--- src/rtl/map_request_initiator.sv ---
// Requester front end for map_data_structure: queues commands, issues them one at a time, returns one response each in order.
// Optional MAP_INIT_STATS_EN adds saturating stat_ops/stat_miss counters.
module map_request_initiator #(
  parameter int unsigned KEY_WIDTH    = 8,
  parameter int unsigned VALUE_WIDTH  = 16,
  parameter int unsigned FIFO_DEPTH   = 4,
  parameter int unsigned RESP_TIMEOUT = 8
) (
  input  logic                   clk,
  input  logic                   reset,
  input  logic                   cmd_valid,
  output logic                   cmd_ready,
  input  logic [1:0]             cmd_op,
  input  logic [KEY_WIDTH-1:0]   cmd_key,
  input  logic [VALUE_WIDTH-1:0] cmd_value,
  output logic                   map_valid,
  input  logic                   map_ready,
  output logic [1:0]             map_op,
  output logic [KEY_WIDTH-1:0]   map_key,
  output logic [VALUE_WIDTH-1:0] map_value,
  input  logic                   map_rvalid,
  input  logic [VALUE_WIDTH-1:0] map_rdata,
  output logic                   map_rready,
  output logic                   rsp_valid,
  input  logic                   rsp_ready,
  output logic [1:0]             rsp_op,
  output logic                   rsp_hit,
  output logic [VALUE_WIDTH-1:0] rsp_value,
  output logic                   busy
`ifdef MAP_INIT_STATS_EN
  ,
  output logic [15:0]            stat_ops,
  output logic [15:0]            stat_miss
`endif
);

  localparam int unsigned PTR_W = (FIFO_DEPTH > 1) ? $clog2(FIFO_DEPTH) : 1;
  localparam int unsigned CNT_W = PTR_W + 1;
  localparam int unsigned TMR_W = $clog2(RESP_TIMEOUT + 1);
  localparam logic [TMR_W-1:0] TMR_LAST = TMR_W'(RESP_TIMEOUT - 1);
  localparam logic [CNT_W-1:0] CNT_FULL = CNT_W'(FIFO_DEPTH);
  localparam logic [1:0] OP_NOP    = 2'b00;
  localparam logic [1:0] OP_LOOKUP = 2'b11;

  typedef enum logic [1:0] {IDLE, ISSUE, WAIT_RSP, REPORT} state_t;

  state_t                 state, state_next;
  logic [1:0]             op_mem  [FIFO_DEPTH];
  logic [KEY_WIDTH-1:0]   key_mem [FIFO_DEPTH];
  logic [VALUE_WIDTH-1:0] val_mem [FIFO_DEPTH];
  logic [PTR_W-1:0]       wr_ptr, rd_ptr;
  logic [CNT_W-1:0]       count;
  logic [TMR_W-1:0]       timer;
  logic [1:0]             rsp_op_q;
  logic                   rsp_hit_q;
  logic [VALUE_WIDTH-1:0] rsp_value_q;
  logic                   push, pop, rsp_hs;

  assign push   = cmd_valid && cmd_ready && (cmd_op != OP_NOP);
  assign pop    = (state == ISSUE) && map_ready;
  assign rsp_hs = (state == REPORT) && rsp_ready;

  // Queue storage needs no reset: entries are only read once counted.
  always_ff @(posedge clk) begin
    if (push) begin
      op_mem[wr_ptr]  <= cmd_op;
      key_mem[wr_ptr] <= cmd_key;
      val_mem[wr_ptr] <= cmd_value;
    end
  end

  always_ff @(posedge clk or negedge reset) begin
    if (!reset) begin
      wr_ptr <= '0;
      rd_ptr <= '0;
      count  <= '0;
    end else begin
      if (push) wr_ptr <= wr_ptr + PTR_W'(1);
      if (pop)  rd_ptr <= rd_ptr + PTR_W'(1);
      case ({push, pop})
        2'b10:   count <= count + CNT_W'(1);
        2'b01:   count <= count - CNT_W'(1);
        default: count <= count;
      endcase
    end
  end

  always_ff @(posedge clk or negedge reset) begin
    if (!reset) state <= IDLE;
    else        state <= state_next;
  end

  always_comb begin
    state_next = state;
    case (state)
      IDLE:     if (count != '0) state_next = ISSUE;
      ISSUE:    if (map_ready) state_next = (op_mem[rd_ptr] == OP_LOOKUP) ? WAIT_RSP : REPORT;
      WAIT_RSP: if (map_rvalid || (timer == TMR_LAST)) state_next = REPORT;
      REPORT:   if (rsp_ready) state_next = (count != '0) ? ISSUE : IDLE;
      default:  state_next = IDLE;
    endcase
  end

  // Response registers and lookup timeout; a response on the terminal cycle beats the miss.
  always_ff @(posedge clk or negedge reset) begin
    if (!reset) begin
      timer       <= '0;
      rsp_op_q    <= '0;
      rsp_hit_q   <= 1'b0;
      rsp_value_q <= '0;
    end else if (pop) begin
      timer       <= '0;
      rsp_op_q    <= op_mem[rd_ptr];
      rsp_hit_q   <= 1'b1;
      rsp_value_q <= '0;
    end else if (state == WAIT_RSP) begin
      if (map_rvalid) begin
        rsp_hit_q   <= 1'b1;
        rsp_value_q <= map_rdata;
      end else if (timer == TMR_LAST) begin
        rsp_hit_q   <= 1'b0;
        rsp_value_q <= '0;
      end else begin
        timer <= timer + TMR_W'(1);
      end
    end
  end

  always_comb begin
    cmd_ready  = (count < CNT_FULL);
    busy       = (state != IDLE) || (count != '0);
    map_valid  = 1'b0;
    map_op     = '0;
    map_key    = '0;
    map_value  = '0;
    map_rready = 1'b0;
    rsp_valid  = 1'b0;
    rsp_op     = '0;
    rsp_hit    = 1'b0;
    rsp_value  = '0;
    case (state)
      ISSUE: begin
        map_valid = 1'b1;
        map_op    = op_mem[rd_ptr];
        map_key   = key_mem[rd_ptr];
        map_value = val_mem[rd_ptr];
      end
      WAIT_RSP: map_rready = 1'b1;
      REPORT: begin
        rsp_valid = 1'b1;
        rsp_op    = rsp_op_q;
        rsp_hit   = rsp_hit_q;
        rsp_value = rsp_value_q;
      end
      default: ;
    endcase
  end

`ifdef MAP_INIT_STATS_EN
  always_ff @(posedge clk or negedge reset) begin
    if (!reset) begin
      stat_ops  <= '0;
      stat_miss <= '0;
    end else if (rsp_hs) begin
      if (stat_ops != 16'hFFFF) stat_ops <= stat_ops + 16'd1;
      if (!rsp_hit_q && (stat_miss != 16'hFFFF)) stat_miss <= stat_miss + 16'd1;
    end
  end
`else
  logic unused_hs;
  assign unused_hs = rsp_hs;
`endif

endmodule

--- config.mk ---
export PLATFORM = sky130hd
export DESIGN_NAME = map_request_initiator
export DESIGN_NICKNAME = d
export VERILOG_FILES = /design/src/rtl/map_request_initiator.sv
export SDC_FILE = /design/constraint.sdc
export NUM_CORES = 1
export LEC_CHECK = 0
export CELL_PAD_IN_SITES_DETAIL_PLACEMENT = 1
export CELL_PAD_IN_SITES_GLOBAL_PLACEMENT = 2
export CORE_MARGIN = 1
export CORE_UTILIZATION = 41
export DETAILED_ROUTE_END_ITERATION = 10
export HOLD_SLACK_MARGIN = 0.1
export PLACE_DENSITY_LB_ADDON = 0.25
export REMOVE_ABC_BUFFERS = 1
export SYNTH_ARGS = -nofsm -noshare
export SYNTH_HDL_FRONTEND = slang
export SYNTH_SLANG_ARGS = --single-unit
--- constraint.sdc ---
create_clock -name clk -period 6.3 [get_ports clk]
set_input_delay 0.945 -clock clk [delete_from_list [all_inputs] [get_ports clk]]
set_output_delay 0.945 -clock clk [all_outputs]
set_load 0.02 [all_outputs]
==> summary.txt <==
STA
  – Worst slew margin: 0.2461
  – Final Setup Violations: 0
  – Final hold viol count: 0
  – Final setup TNS: 0 ns
  – Highest clock rate: 269.3 MHz
  – Period minus WS final: 3.713 ns
  – Pins over their slew limit: 0
  – RSZ-0062 raised after global routing: false
  – Actual slew at the worst max-slew pin: ~1.1 ns
  – Fin crit share: 0.5894
  – Clock skew after layout: 0.006542 ns

Routing
  – Drc violations: 0
  – Average routed wire per standard cell: 18.14 um
  – Detailed router's first-iteration violation count: 109
  – Vias/cell: 4.954
  – ANT nets after route: 0
  – Via count: 3,002
  – Drt first pass iters: 4
  – WL final: 10,990 um

Setup path
  – CP Capture Type: output port
  – Worst path depth: 3
  – Critical path data arrival time: 2.77 ns
  – CP delay by family, top: flip-flops
  – CP required: about 5.4 ns
  – Reg2Reg Depth: 9
  – Critical path buffers and inverters: 1
  – CP Launch Type: flop
  – Critical path class: reg2out
  – Worst Path Max Fanout: 28
  – Worst path max stage delay: 0.99 ns
  – CP cell instances: mux4_1, and2_1, clkdlybuf4s50_1
  – Crit-path slowest cell: dfrtp_2

Cells and area
  – Inserted Diodes: 0
  – P&R area growth vs syn: 30.26%
  – Fin area: 0.007202 sq mm
  – Nets: 476
  – Layout cells sized above 1: 0.1349

Clock network
  – CTS Buf Count: 17
  – Worst skew pair latency: 0.41 ns
  – Clock-pin slew on the worst setup and hold paths: about 0.050 ns
  – CTS tree: done
  – Post-CTS Setup Bufs: 0
  – CTS root buf: clkbuf_16
  – CTS Buffer Depth: 2
  – Hold buffers post-CTS: 0
  – Clock sink total: 136
  – Htree depth: 4
  – Post-CTS sizing: 0

Worst hold path
  – Worst Hold Class: reg2reg
  – Hold Path Cell Cnt: 1

Power and ir drop
  – Sequential share of power: 0.388
  – PwrDens: 445.9 mW/mm^2
  – Clock power share: 0.270
  – Leakage: approximately 2.6 nW
  – Internal power: 2.230 mW
  – Total power: 3.211 mW
  – Comb pwr share: 0.342
  – Max VDD drop: 0.2023 mV
  – Switching Share: 0.3054
  – NetSw: 980.7 uW

Synth
  – Netlist cell types: 31
  – EDFF count, synth: 104
  – Register area share after synthesis: 0.7097
  – Most common cell in the netlist: edfxtp_1
  – Syn. warnings: 0
  – Seq cells post-synth: 136
  – Ys async rst share: 0.2353
  – Mapped Area: 0.005529 sq mm
  – Mapped Cells: 308
  – Synth area leader: edfxtp_1
  – Top_reg_cell synth: edfxtp_1
  – Yosys top cell area share: 0.5648
  – Leading post-synthesis cells by cell area: edfxtp_1 56%, dfrtp_1 14%, mux4_2 10%, and2_1 5.7%, a22o_1 2.5%
  – Average size of a mapped cell: roughly 18 sq um
  – Top post-synthesis cells by count: 104 x edfxtp_1, 50 x and2_1, 32 x dfrtp_1

Status
  – Status: completed

Placed design
  – Port Buffers: 97
  – Dpl hpwl: 7143 um
  – Placed inst area: 0.006688 sq mm
  – RD Place Congestion: roughly 0.7

Global route
  – Largest net degree at the start of global routing: 33
  – Total GRT Usage: 0.1745
  – Antenna violations before repair: 0
  – Vias in the first global route: about 3,300
  – First-pass GRT wire length: between 15,000 and 20,000 um
  – Grt total ovfl: 0

Die
  – Die area: 0.01395 sq mm
  – Ports: 98
  – Die width: 118.1 um
  – Starting Density: 0.4192
  – Core ar.: 0.01319 sq mm
  – Site Rows: 42
  – Die Ht: 118.1 um

Run
  – Max Cap Viol: 0
## kinds of logic after synthesis
group / count (synthesis) / synth area share
flops: 136 / 0.7097
simple gates: 74 / 0.07807
mux: 30 / 0.1145
compound gates: 24 / 0.03553
buf+inv: 24 / 0.02172
fa+ha+maj: 11 / 0.02625
xor+xnor: 9 / 0.01426
## worst paths after layout
check                          startpoint        endpoint  slack [ns]
max in group asynchronous           reset       rd_ptr[0]        5.04
max                             rd_ptr[0]    map_value[0]        2.59
max reg2reg                      state[1]        count[2]        3.16
min                        rsp_value_q[0]  rsp_value_q[0]        0.49
min reg2reg                rsp_value_q[0]  rsp_value_q[0]        0.49
min in group asynchronous           reset  rsp_value_q[6]        0.94
## final cells by class
class | instances | area, sq um
clock buffers | 26 | 459.2
clock inverters | 6 | 55.05
fillers | 1207 | 5988
inverters | 11 | 41.29
multi-input cells | 148 | 1485
flip-flops and latches | 136 | 3925
well taps | 176 | 220.2
repair buffers | 103 | 1016
## per-layer routing
metal  track usage  wire (um)  vias to the layer above  share of wire
met3       0.04651        311                       12          0.028
met1        0.2180       4884                     1559           0.44
met5             0          0                        -              0
met4       0.07212        131                        0          0.012
met2        0.2879       5667                       52           0.52
li1              -          -                     1379              -
## stage by stage
stage | setup slack (ns) | util | hold slack, ns | instances
CTS | 2.500 | 0.5460 | 0.4999 | 606
floorplan | 3.253 | - | 0.4652 | 295
global placement | 2.924 | 0.5070 | 0.4800 | 574
detailed placement | 2.942 | 0.5070 | 0.4829 | 574
global route | 2.392 | 0.5460 | 0.5117 | 606
finish | 2.587 | 0.5460 | 0.4936 | 606
## layout by cell type, fill, tap and decap left out, types with 2 or more instances in the layout
cell             count
o21ai_0              3
nand3b_1             2
nand3_1              3
a21oi_2              2
xor2_1               5
and2_1              50
edfxtp_1           104
xnor2_1              4
mux2_2               3
a22o_1              16
dfrtp_1             31
nor2_1               5
buf_4                6
clkbuf_1             9
nand2b_1             2
clkinv_1             2
clkdlybuf4s50_1     97
ha_1                10
inv_1               11
mux4_2              25
clkinv_2             2
nand2_1              7
clkbuf_16           17
## power groups by stage
stage | sequential [mW] | clock, mW | combinational [mW]
after global placement | 1.26 | 0 | 1.10
final | 1.25 | 0.866 | 1.10
after CTS | 1.25 | 0.887 | 1.12
after detailed placement | 1.27 | 0 | 1.11
after floorplan | 1.25 | 0 | 0.666
after global routing | 1.27 | 0.919 | 1.19
## worst reg2reg max path: stages, from the launching register on
cell	delay, ns
dfrtp_1	0.41
inv_1	0.11
ha_1	0.82
and2_1	0.60
ha_1	0.31
inv_1	0.07
fa_1	0.37
xor2_1	0.15
nor2_1	0.11
xnor2_1	0.12
## flip-flops by register name, summed over array words and instances, names as in the netlist
signal       cells
val_mem         64
key_mem         32
rd_ptr           2
timer            4
state            2
rsp_value_q     16
op_mem           8
rsp_op_q         2
count            3
rsp_hit_q        1
wr_ptr           2
No activity file was read; power rests on OpenSTA's default activity.
